<file path="src/rtl/shadow_capture_ctrl.sv">
// Shadow-chain capture and readout controller: pulses capture, waits for the
// chain to become ready, then clocks it out bit-serially into WORD_W-bit words.
module shadow_capture_ctrl #(
  parameter int unsigned LEN_W  = 16,
  parameter int unsigned DIV    = 2,
  parameter int unsigned WORD_W = 8,
  parameter int unsigned TMO    = 255
) (
  input  logic              clk,
  input  logic              rst,
  input  logic              start,
  input  logic [LEN_W-1:0]  len,
  output logic              busy,
  output logic              done,
  output logic              err,
  output logic              sc_c_en,
  output logic              sc_d_clk,
  output logic              sc_d_in,
  input  logic              sc_d_out,
  input  logic              sc_d_ready,
  output logic [WORD_W-1:0] word_data,
  output logic              word_valid,
  input  logic              word_ready,
  output logic              word_last
);

  localparam int unsigned DivW = (DIV > 1) ? $clog2(DIV) : 1;
  localparam int unsigned TmoW = (TMO > 1) ? $clog2(TMO) : 1;
  localparam int unsigned PosW = (WORD_W > 1) ? $clog2(WORD_W) : 1;

  localparam logic [2:0] StIdle    = 3'd0;
  localparam logic [2:0] StCapture = 3'd1;
  localparam logic [2:0] StWaitRdy = 3'd2;
  localparam logic [2:0] StShiftLo = 3'd3;
  localparam logic [2:0] StHold    = 3'd4;
  localparam logic [2:0] StShiftHi = 3'd5;

  logic [2:0]        state_q, state_d;
  logic [LEN_W-1:0]  len_q, len_d;
  logic [LEN_W-1:0]  bit_cnt_q, bit_cnt_d;
  logic [PosW-1:0]   pos_q, pos_d;
  logic [DivW-1:0]   div_q, div_d;
  logic [TmoW-1:0]   tmo_q, tmo_d;
  logic [WORD_W-1:0] acc_q, acc_d;
  logic [WORD_W-1:0] word_data_q, word_data_d;
  logic              word_valid_q, word_valid_d;
  logic              word_last_q, word_last_d;
  logic              busy_q, busy_d;
  logic              done_q, done_d;
  logic              err_q, err_d;
  logic              sc_c_en_q, sc_c_en_d;
  logic              sc_d_clk_q, sc_d_clk_d;
  logic [LEN_W-1:0]  bit_cnt_inc;

  assign bit_cnt_inc = bit_cnt_q + 1'b1;

  always_comb begin
    state_d      = state_q;
    len_d        = len_q;
    bit_cnt_d    = bit_cnt_q;
    pos_d        = pos_q;
    div_d        = div_q;
    tmo_d        = tmo_q;
    acc_d        = acc_q;
    word_data_d  = word_data_q;
    word_last_d  = word_last_q;
    word_valid_d = word_valid_q & ~word_ready;
    done_d       = 1'b0;
    err_d        = 1'b0;

    case (state_q)
      StIdle: begin
        if (start && (len != '0)) begin
          len_d     = len;
          bit_cnt_d = '0;
          pos_d     = '0;
          acc_d     = '0;
          state_d   = StCapture;
        end
      end
      StCapture: begin
        tmo_d   = '0;
        state_d = StWaitRdy;
      end
      StWaitRdy: begin
        if (sc_d_ready) begin
          div_d   = '0;
          state_d = StShiftLo;
        end else if (tmo_q == TmoW'(TMO - 1)) begin
          err_d   = 1'b1;
          state_d = StIdle;
        end else begin
          tmo_d = tmo_q + 1'b1;
        end
      end
      StShiftLo: begin
        if (div_q == DivW'(DIV - 1)) begin
          div_d        = '0;
          acc_d[pos_q] = sc_d_out;
          bit_cnt_d    = bit_cnt_inc;
          if ((pos_q == PosW'(WORD_W - 1)) || (bit_cnt_inc == len_q)) begin
            state_d = StHold;
          end else begin
            pos_d   = pos_q + 1'b1;
            state_d = StShiftHi;
          end
        end else begin
          div_d = div_q + 1'b1;
        end
      end
      StHold: begin
        // Shifting stays frozen here until the output register can take the word.
        if (!word_valid_q || word_ready) begin
          word_data_d  = acc_q;
          word_valid_d = 1'b1;
          word_last_d  = (bit_cnt_q == len_q);
          acc_d        = '0;
          pos_d        = '0;
          div_d        = '0;
          state_d      = StShiftHi;
        end
      end
      StShiftHi: begin
        if (div_q == DivW'(DIV - 1)) begin
          div_d = '0;
          if (bit_cnt_q == len_q) begin
            done_d  = 1'b1;
            state_d = StIdle;
          end else begin
            state_d = StShiftLo;
          end
        end else begin
          div_d = div_q + 1'b1;
        end
      end
      default: state_d = StIdle;
    endcase

    busy_d     = (state_d != StIdle);
    sc_c_en_d  = (state_d == StCapture);
    sc_d_clk_d = (state_d == StShiftHi);
  end

  always_ff @(posedge clk or negedge rst) begin
    if (!rst) begin
      state_q      <= StIdle;
      len_q        <= '0;
      bit_cnt_q    <= '0;
      pos_q        <= '0;
      div_q        <= '0;
      tmo_q        <= '0;
      acc_q        <= '0;
      word_data_q  <= '0;
      word_valid_q <= 1'b0;
      word_last_q  <= 1'b0;
      busy_q       <= 1'b0;
      done_q       <= 1'b0;
      err_q        <= 1'b0;
      sc_c_en_q    <= 1'b0;
      sc_d_clk_q   <= 1'b0;
    end else begin
      state_q      <= state_d;
      len_q        <= len_d;
      bit_cnt_q    <= bit_cnt_d;
      pos_q        <= pos_d;
      div_q        <= div_d;
      tmo_q        <= tmo_d;
      acc_q        <= acc_d;
      word_data_q  <= word_data_d;
      word_valid_q <= word_valid_d;
      word_last_q  <= word_last_d;
      busy_q       <= busy_d;
      done_q       <= done_d;
      err_q        <= err_d;
      sc_c_en_q    <= sc_c_en_d;
      sc_d_clk_q   <= sc_d_clk_d;
    end
  end

  // Recirculate so the chain contents survive the readout.
  assign sc_d_in    = sc_d_out;
  assign busy       = busy_q;
  assign done       = done_q;
  assign err        = err_q;
  assign sc_c_en    = sc_c_en_q;
  assign sc_d_clk   = sc_d_clk_q;
  assign word_data  = word_data_q;
  assign word_valid = word_valid_q;
  assign word_last  = word_last_q;

endmodule
</file>
<file path="config.mk">
export PLATFORM = sky130hd
export DESIGN_NAME = shadow_capture_ctrl
export DESIGN_NICKNAME = d
export VERILOG_FILES = /design/src/rtl/shadow_capture_ctrl.sv
export SDC_FILE = /design/constraint.sdc
export NUM_CORES = 1
export LEC_CHECK = 0
export BUFFER_PORTS_ARGS = -buffer_cell sky130_fd_sc_hd__buf_2
export CORE_MARGIN = 3
export CORE_UTILIZATION = 55
export DETAILED_ROUTE_END_ITERATION = 8
export PLACE_DENSITY = 0.75
export SLEW_MARGIN = 20
export SYNTH_ARGS = -nofsm -noshare
export SYNTH_HDL_FRONTEND = slang
export SYNTH_SLANG_ARGS = --single-unit
</file>
<file path="constraint.sdc">
create_clock -name clk -period 4.1 [get_ports clk]
set_clock_uncertainty 0.05 [all_clocks]
set_input_delay 0.205 -clock clk [delete_from_list [all_inputs] [get_ports clk]]
set_output_delay 0.205 -clock clk [all_outputs]
set_load 0.05 [all_outputs]
</file>
Word level (Yosys, flattened, before mapping)
Cells that the tools add are included.
{"block": "op_classes", "n_reduce_logical": 20, "mux": 39, "addsub": 4, "n_eq_ne": 18, "order_cmp": 2, "n_bitwise": 2}
{"operator": "$mux W8", "n": 5}
{"operator": "$eq A16 B16 Y1", "n": 2}
{"operator": "$mux W16", "n": 2}
{"operator": "$pmux W16 S2", "n": 1}
{"operator": "$mux W3", "n": 10}
{"operator": "$pmux W8 S3", "n": 1}
{"operator": "$pmux W3 S6", "n": 1}
{"operator": "$add A16 B1 Y16 const B", "n": 1}
{"operator": "$pmux W8 S2", "n": 1}
{"operator": "$reduce_bool A16 Y1", "n": 1}
{"operator": "$ne A2 B2 Y1 const B", "n": 7}
{"operator": "$mux W1", "n": 13}
{"operator": "$eq A3 B3 Y1 const B", "n": 4}
{"operator": "$pmux W3 S3", "n": 1}
{"operator": "$reduce_and A3 Y1", "n": 3}
{"operator": "$reduce_bool A3 Y1", "n": 3}
{"operator": "$add A8 B1 Y8 const B", "n": 1}
{"operator": "$bwmux W8", "n": 1}
{"operator": "$eq A8 B8 Y1 const B", "n": 1}
{"operator": "$eq A3 B1 Y1 const B", "n": 2}
{"operator": "$eq A3 B2 Y1 const B", "n": 2}
{"operator": "$reduce_and A5 Y1", "n": 1}
{"operator": "$lt A3 B4 Y1 const B", "n": 1}
{"operator": "$reduce_and A2 Y1", "n": 2}
{"operator": "15 further kinds", "n": 18}
{"block": "word_totals", "ff_bits": 70, "inputBits": 22, "elab_cells": 100, "out_inout_bits": 16}

Depth between registers and ports, before layout
{"block": "logic_depth", "depth_word": 7, "depth_mapped": 9, "depth_no_buf": 9}

Worst setup path after synthesis
OpenSTA, ideal clock, no wires.
{"block": "synth_timing", "path_type": "register -> register", "startpoint": "register bit_cnt_q[1]", "endpoint": "register busy_q (netlist: busy)", "setup_ns": 0.132, "required_ns": 3.918, "synth_period_minus_slack_ns": 2.910, "n_path_buf": 0, "arrival_ns": 2.728, "setup_slack_ns": 1.190, "stages_incl_launch_ff": 9, "cell_sequence": "dfrtp_1 > ha_1 > xor2_1 > a311o_1 > a211oi_2 > or4b_4 > o41ai_2 > o211a_1 > or3b_1"}
{"block": "synth_via", "elab_chain_cells": 7, "elab_cells_between_ends": 10, "cone_classes": "add/sub (1); eq/ne (2); mux (5); reduce/logical (2)"}
{"element": "start, declared", "line_no": "40", "rtl": "logic [LEN_W-1:0] bit_cnt_q, bit_cnt_d;"}
{"element": "start signal, assigned", "line_no": "164", "rtl": "bit_cnt_q <= bit_cnt_d;"}
{"element": "$add A16 B1 Y16", "line_no": "55", "rtl": "assign bit_cnt_inc = bit_cnt_q + 1'b1;"}
{"element": "$eq A16 B16 Y1", "line_no": "101", "rtl": "if ((pos_q == PosW'(WORD_W - 1)) || (bit_cnt_inc == len_q)) begin"}
{"element": "$logic_or A1 B1 Y1", "line_no": "101"}
{"element": "$mux W1", "line_no": "101"}
{"element": "$mux W3", "line_no": "97", "rtl": "if (div_q == DivW'(DIV - 1)) begin"}
{"element": "$pmux W3 S6 *", "line_no": "71", "rtl": "case (state_q)"}
{"element": "$reduce_bool A3 Y1 *", "line_no": "139", "rtl": "busy_d = (state_d != StIdle);"}
{"element": "net busy_d", "line_no": "48", "rtl": "logic busy_q, busy_d;"}
{"element": "end signal, assigned", "line_no": "172", "rtl": "busy_q <= busy_d;"}
{"element": "end, declared", "line_no": "48"}
Mark *: on every way through the listed nets, which the timed path passes. The rest lies on a longest branch.
A chain may end at the register's enable or synchronous reset.

Final worst setup path
{"block": "layout_timing", "startpoint": "register bit_cnt_q[0]", "endpoint": "register busy_q (netlist: busy)"}
Same word-level chain as after synthesis.

==> impl_metrics.tcl <==
set metrics [dict create \
    wl_mm 7.73 \
    rsz0062_at_grt "no" \
    num_antenna_cells 0 \
    yosysSeqAreaShare_pct 47.0 \
    synthCells 380 \
    stdcell_area_um2 4160 \
    tightest_slew_ps 1000 \
    layout-drive-gt1-share_pct 21.0 \
    cts_made_buffers 9 \
    num_rows 29 \
    cts_sinks 70 \
    grt_util_all_layers_pct 21.4 \
    r2r_cells 8 \
    synth_top_area_cell "dfrtp_1" \
    synth_edf_count 0 \
    hold_viol 44 \
    die_area_um2 7800 \
    timing.fmax_ghz 0.319 \
    critical_path_class "flip-flop to flip-flop" \
    ios 38 \
    path_clk_slew_ps 80 \
    synth_area_leaders "dfrtp_1 (47%), mux2_2 (7.0%), xnor2_1 (6.8%)" \
    drt_iter0_markers 249 \
    grt_pass1_vias 2695 \
    synth_nets 407 \
    period_minus_slack_ps 3130 \
    synth_warnings 0 \
    crit_path_start_kind "flip-flop" \
    antenna_left 0 \
    die_h_um 88.3 \
    die_w_um 88.3 \
    dpl.hpwl_mm 5.72 \
    powerDensity_nw_per_um2 475 \
    drc 0 \
    fin_ws_ps 968 \
    routedWlPerCell_um 15.7 \
    initial_core_util_pct 57.7 \
    dr_total_vias 2897 \
    grt_first_pass_wirelength_mm 13.0 \
    cap_violations 0 \
    drv_slew 0 \
    max_stage_delay_ps 500 \
    pre_cts_slack_ps 980 \
    drt_first_pass_iters 5 \
    slowest_stage "or4b_4" \
    holdWs_ps -22.3 \
    crit_chain "ha_1 > xor2_1 > a311o_1 > a211oi_2 > or4b_4 > o41ai_2 > o211a_1 > or3b_1" \
    syn2layout_area_growth_pct 11.6 \
    p_leak_uw 0.00183 \
    fin_nets 438 \
    placed_area_um2 3940 \
    via_per_inst 5.89 \
    grt_overflow_total 0 \
    yosys.area.top_type_share_pct 47.0 \
    grt_start_max_net_pins 46 \
    syn_area_per_cell_um2 9.81 \
    vdd_drop_max_uv 285 \
    root_buffer "clkbuf_8" \
    clkLatencyLatePin_ps 350 \
    async_flop_share_pct 100 \
    setup_tns_ps 0 \
    hold_path_class "input pin to async pin" \
    synth.distinct_cells 52 \
    end_kind "flip-flop" \
    max-slew-margin-rel_pct 33.4 \
    cp_max_fo 8 \
    synth_area_um2 3730 \
    htreeDepth 3 \
    cts_tree "built" \
    ys_seq_elements 70 \
    port-buffer-count 37 \
    cp.arrival_ps 3310 \
    violations "negative hold slack" \
    outcome "finished, violations left" \
    hold_buffers 0 \
    setup_viol 0 \
    antenna_found_initial 0 \
    synth_ff_type "dfrtp_1" \
    core-area_um2 6460 \
    ctsResizeCount 0 \
    p_total_uw 1970 \
    max-clock-path-buffers 2 \
    cts_setup_buffers 0 \
    min_period_over_period_pct 76.4 \
    gp_congestion 0.932 \
    cp.required_ps 4280 \
]
==> worst paths after layout <==
check,startpoint,to,slack (ps)
setup / recovery,bit_cnt_q[0]$_DFFE_PN0P_,busy$_DFF_PN0_,970
hold / removal,rst,sc_c_en$_DFF_PN0_,-20
setup reg to reg,bit_cnt_q[0]$_DFFE_PN0P_,busy$_DFF_PN0_,970
hold reg to reg,word_last$_DFFE_PN0P_,word_last$_DFFE_PN0P_,450
max in group asynchronous,rst,bit_cnt_q[3]$_DFFE_PN0P_,3130
min in group clk,sc_d_ready,err$_DFF_PN0_,20
==> area by class of cell <==
class                      instances  area, µm²
fill                             561       2300
multi-input combinational        279       1840
sequential                        70       1750
timing repair buffer              40        208
clock buffer                      10        138
tap                               77       96.3
clock inverter                     5       81.3
inverter                          11       41.3
==> registers in the layout, summed over array words and instances (netlist names) <==
register	flops
acc_q	8
bit_cnt_q	16
busy	1
div_q	1
done	1
err	1
len_q	16
pos_q	3
sc_c_en	1
sc_d_clk	1
state_q	3
tmo_q	8
word_data	8
word_last	1
word_valid	1
==> metal layers <==
layer | wire [µm] | share of wire [%] | track usage [%] | up-vias
met2 | 3580 | 46 | 33.2 | 87
met1 | 3680 | 48 | 30.2 | 1392
li1 | - | - | - | 1406
met4 | 76 | 0.98 | 5.36 | 0
met5 | 0 | 0 | 0 | -
met3 | 397 | 5.1 | 5.31 | 12
==> cells by family (layout without fill, tap and decap cells) <==
logic type / Yosys count / count (layout) / synth area share, %
XOR/XNOR: 42 / 42 / 10.1
AND/OR/NAND/NOR: 141 / 141 / 18.9
adder cells (fa/ha/maj): 5 / 5 / 1.68
multiplexers: 23 / 23 / 6.95
AO/OA/AOI/OAI: 68 / 68 / 11.7
flip-flops: 70 / 70 / 47.0
buffers and inverters: 31 / 66 / 3.63
==> report_power, final <==
part | total (µW) | internal (µW) | switching [µW]
sequential | 795 | 746 | 49.3
clock | 623 | 357 | 266
combinational | 555 | 202 | 353
total | 1970 | 1300 | 669
==> per-stage QoR <==
step / util (%) / cells
6_report: 64.4 / 492
5_1_grt: 64.4 / 492
4_1_cts: 64.4 / 492
3_5_place_dp: 61.0 / 477
3_3_place_gp: 61.0 / 477
2_1_floorplan: - / 380
==> synth_stat cells, types with 2 or more instances <==
library cell	count
a22o_1	3
o31ai_1	4
o211ai_1	2
nand2_1	30
nor2b_1	6
or3_1	2
nand3_1	20
a31oi_1	5
and3_1	3
a21oi_1	8
nor2_1	36
inv_1	11
clkbuf_1	14
dfrtp_1	70
o22a_1	2
nand2b_1	2
o21ai_0	31
nor4_1	9
nand4_1	11
mux2_2	23
xor2_1	12
xnor2_1	29
nand3b_1	2
nor3_1	8
buf_4	2
or4_1	2
o41ai_1	2
buf_2	3
ha_1	5
==> placed cells by master, fill, tap and decap left out, types with 2 or more instances in the layout <==
cell type / instances
a21oi_1: 8
o41ai_1: 2
nor3_1: 8
a31oi_1: 5
nor4_1: 9
a22o_1: 3
or4_1: 2
and3_1: 3
dfrtp_1: 70
nor2b_1: 6
buf_2: 37
o211ai_1: 2
ha_1: 5
buf_4: 3
inv_1: 11
o21ai_0: 31
bufinv_16: 2
xor2_1: 12
nand2_1: 30
nand3b_1: 2
nor2_1: 35
mux2_2: 23
o22a_1: 2
xnor2_1: 29
nand2b_1: 2
nand4_1: 11
clkbuf_8: 10
or3_1: 2
o31ai_1: 4
nand3_1: 20
==> critical path: cells and delay by family, from the launching register on <==
family / cells / cell delay, ps
xor+xnor: 1 / 160
flops: 1 / 470
fa+ha+maj: 1 / 350
compound gates: 4 / 1130
simple gates: 2 / 850
(Power assumes the default switching activity.)
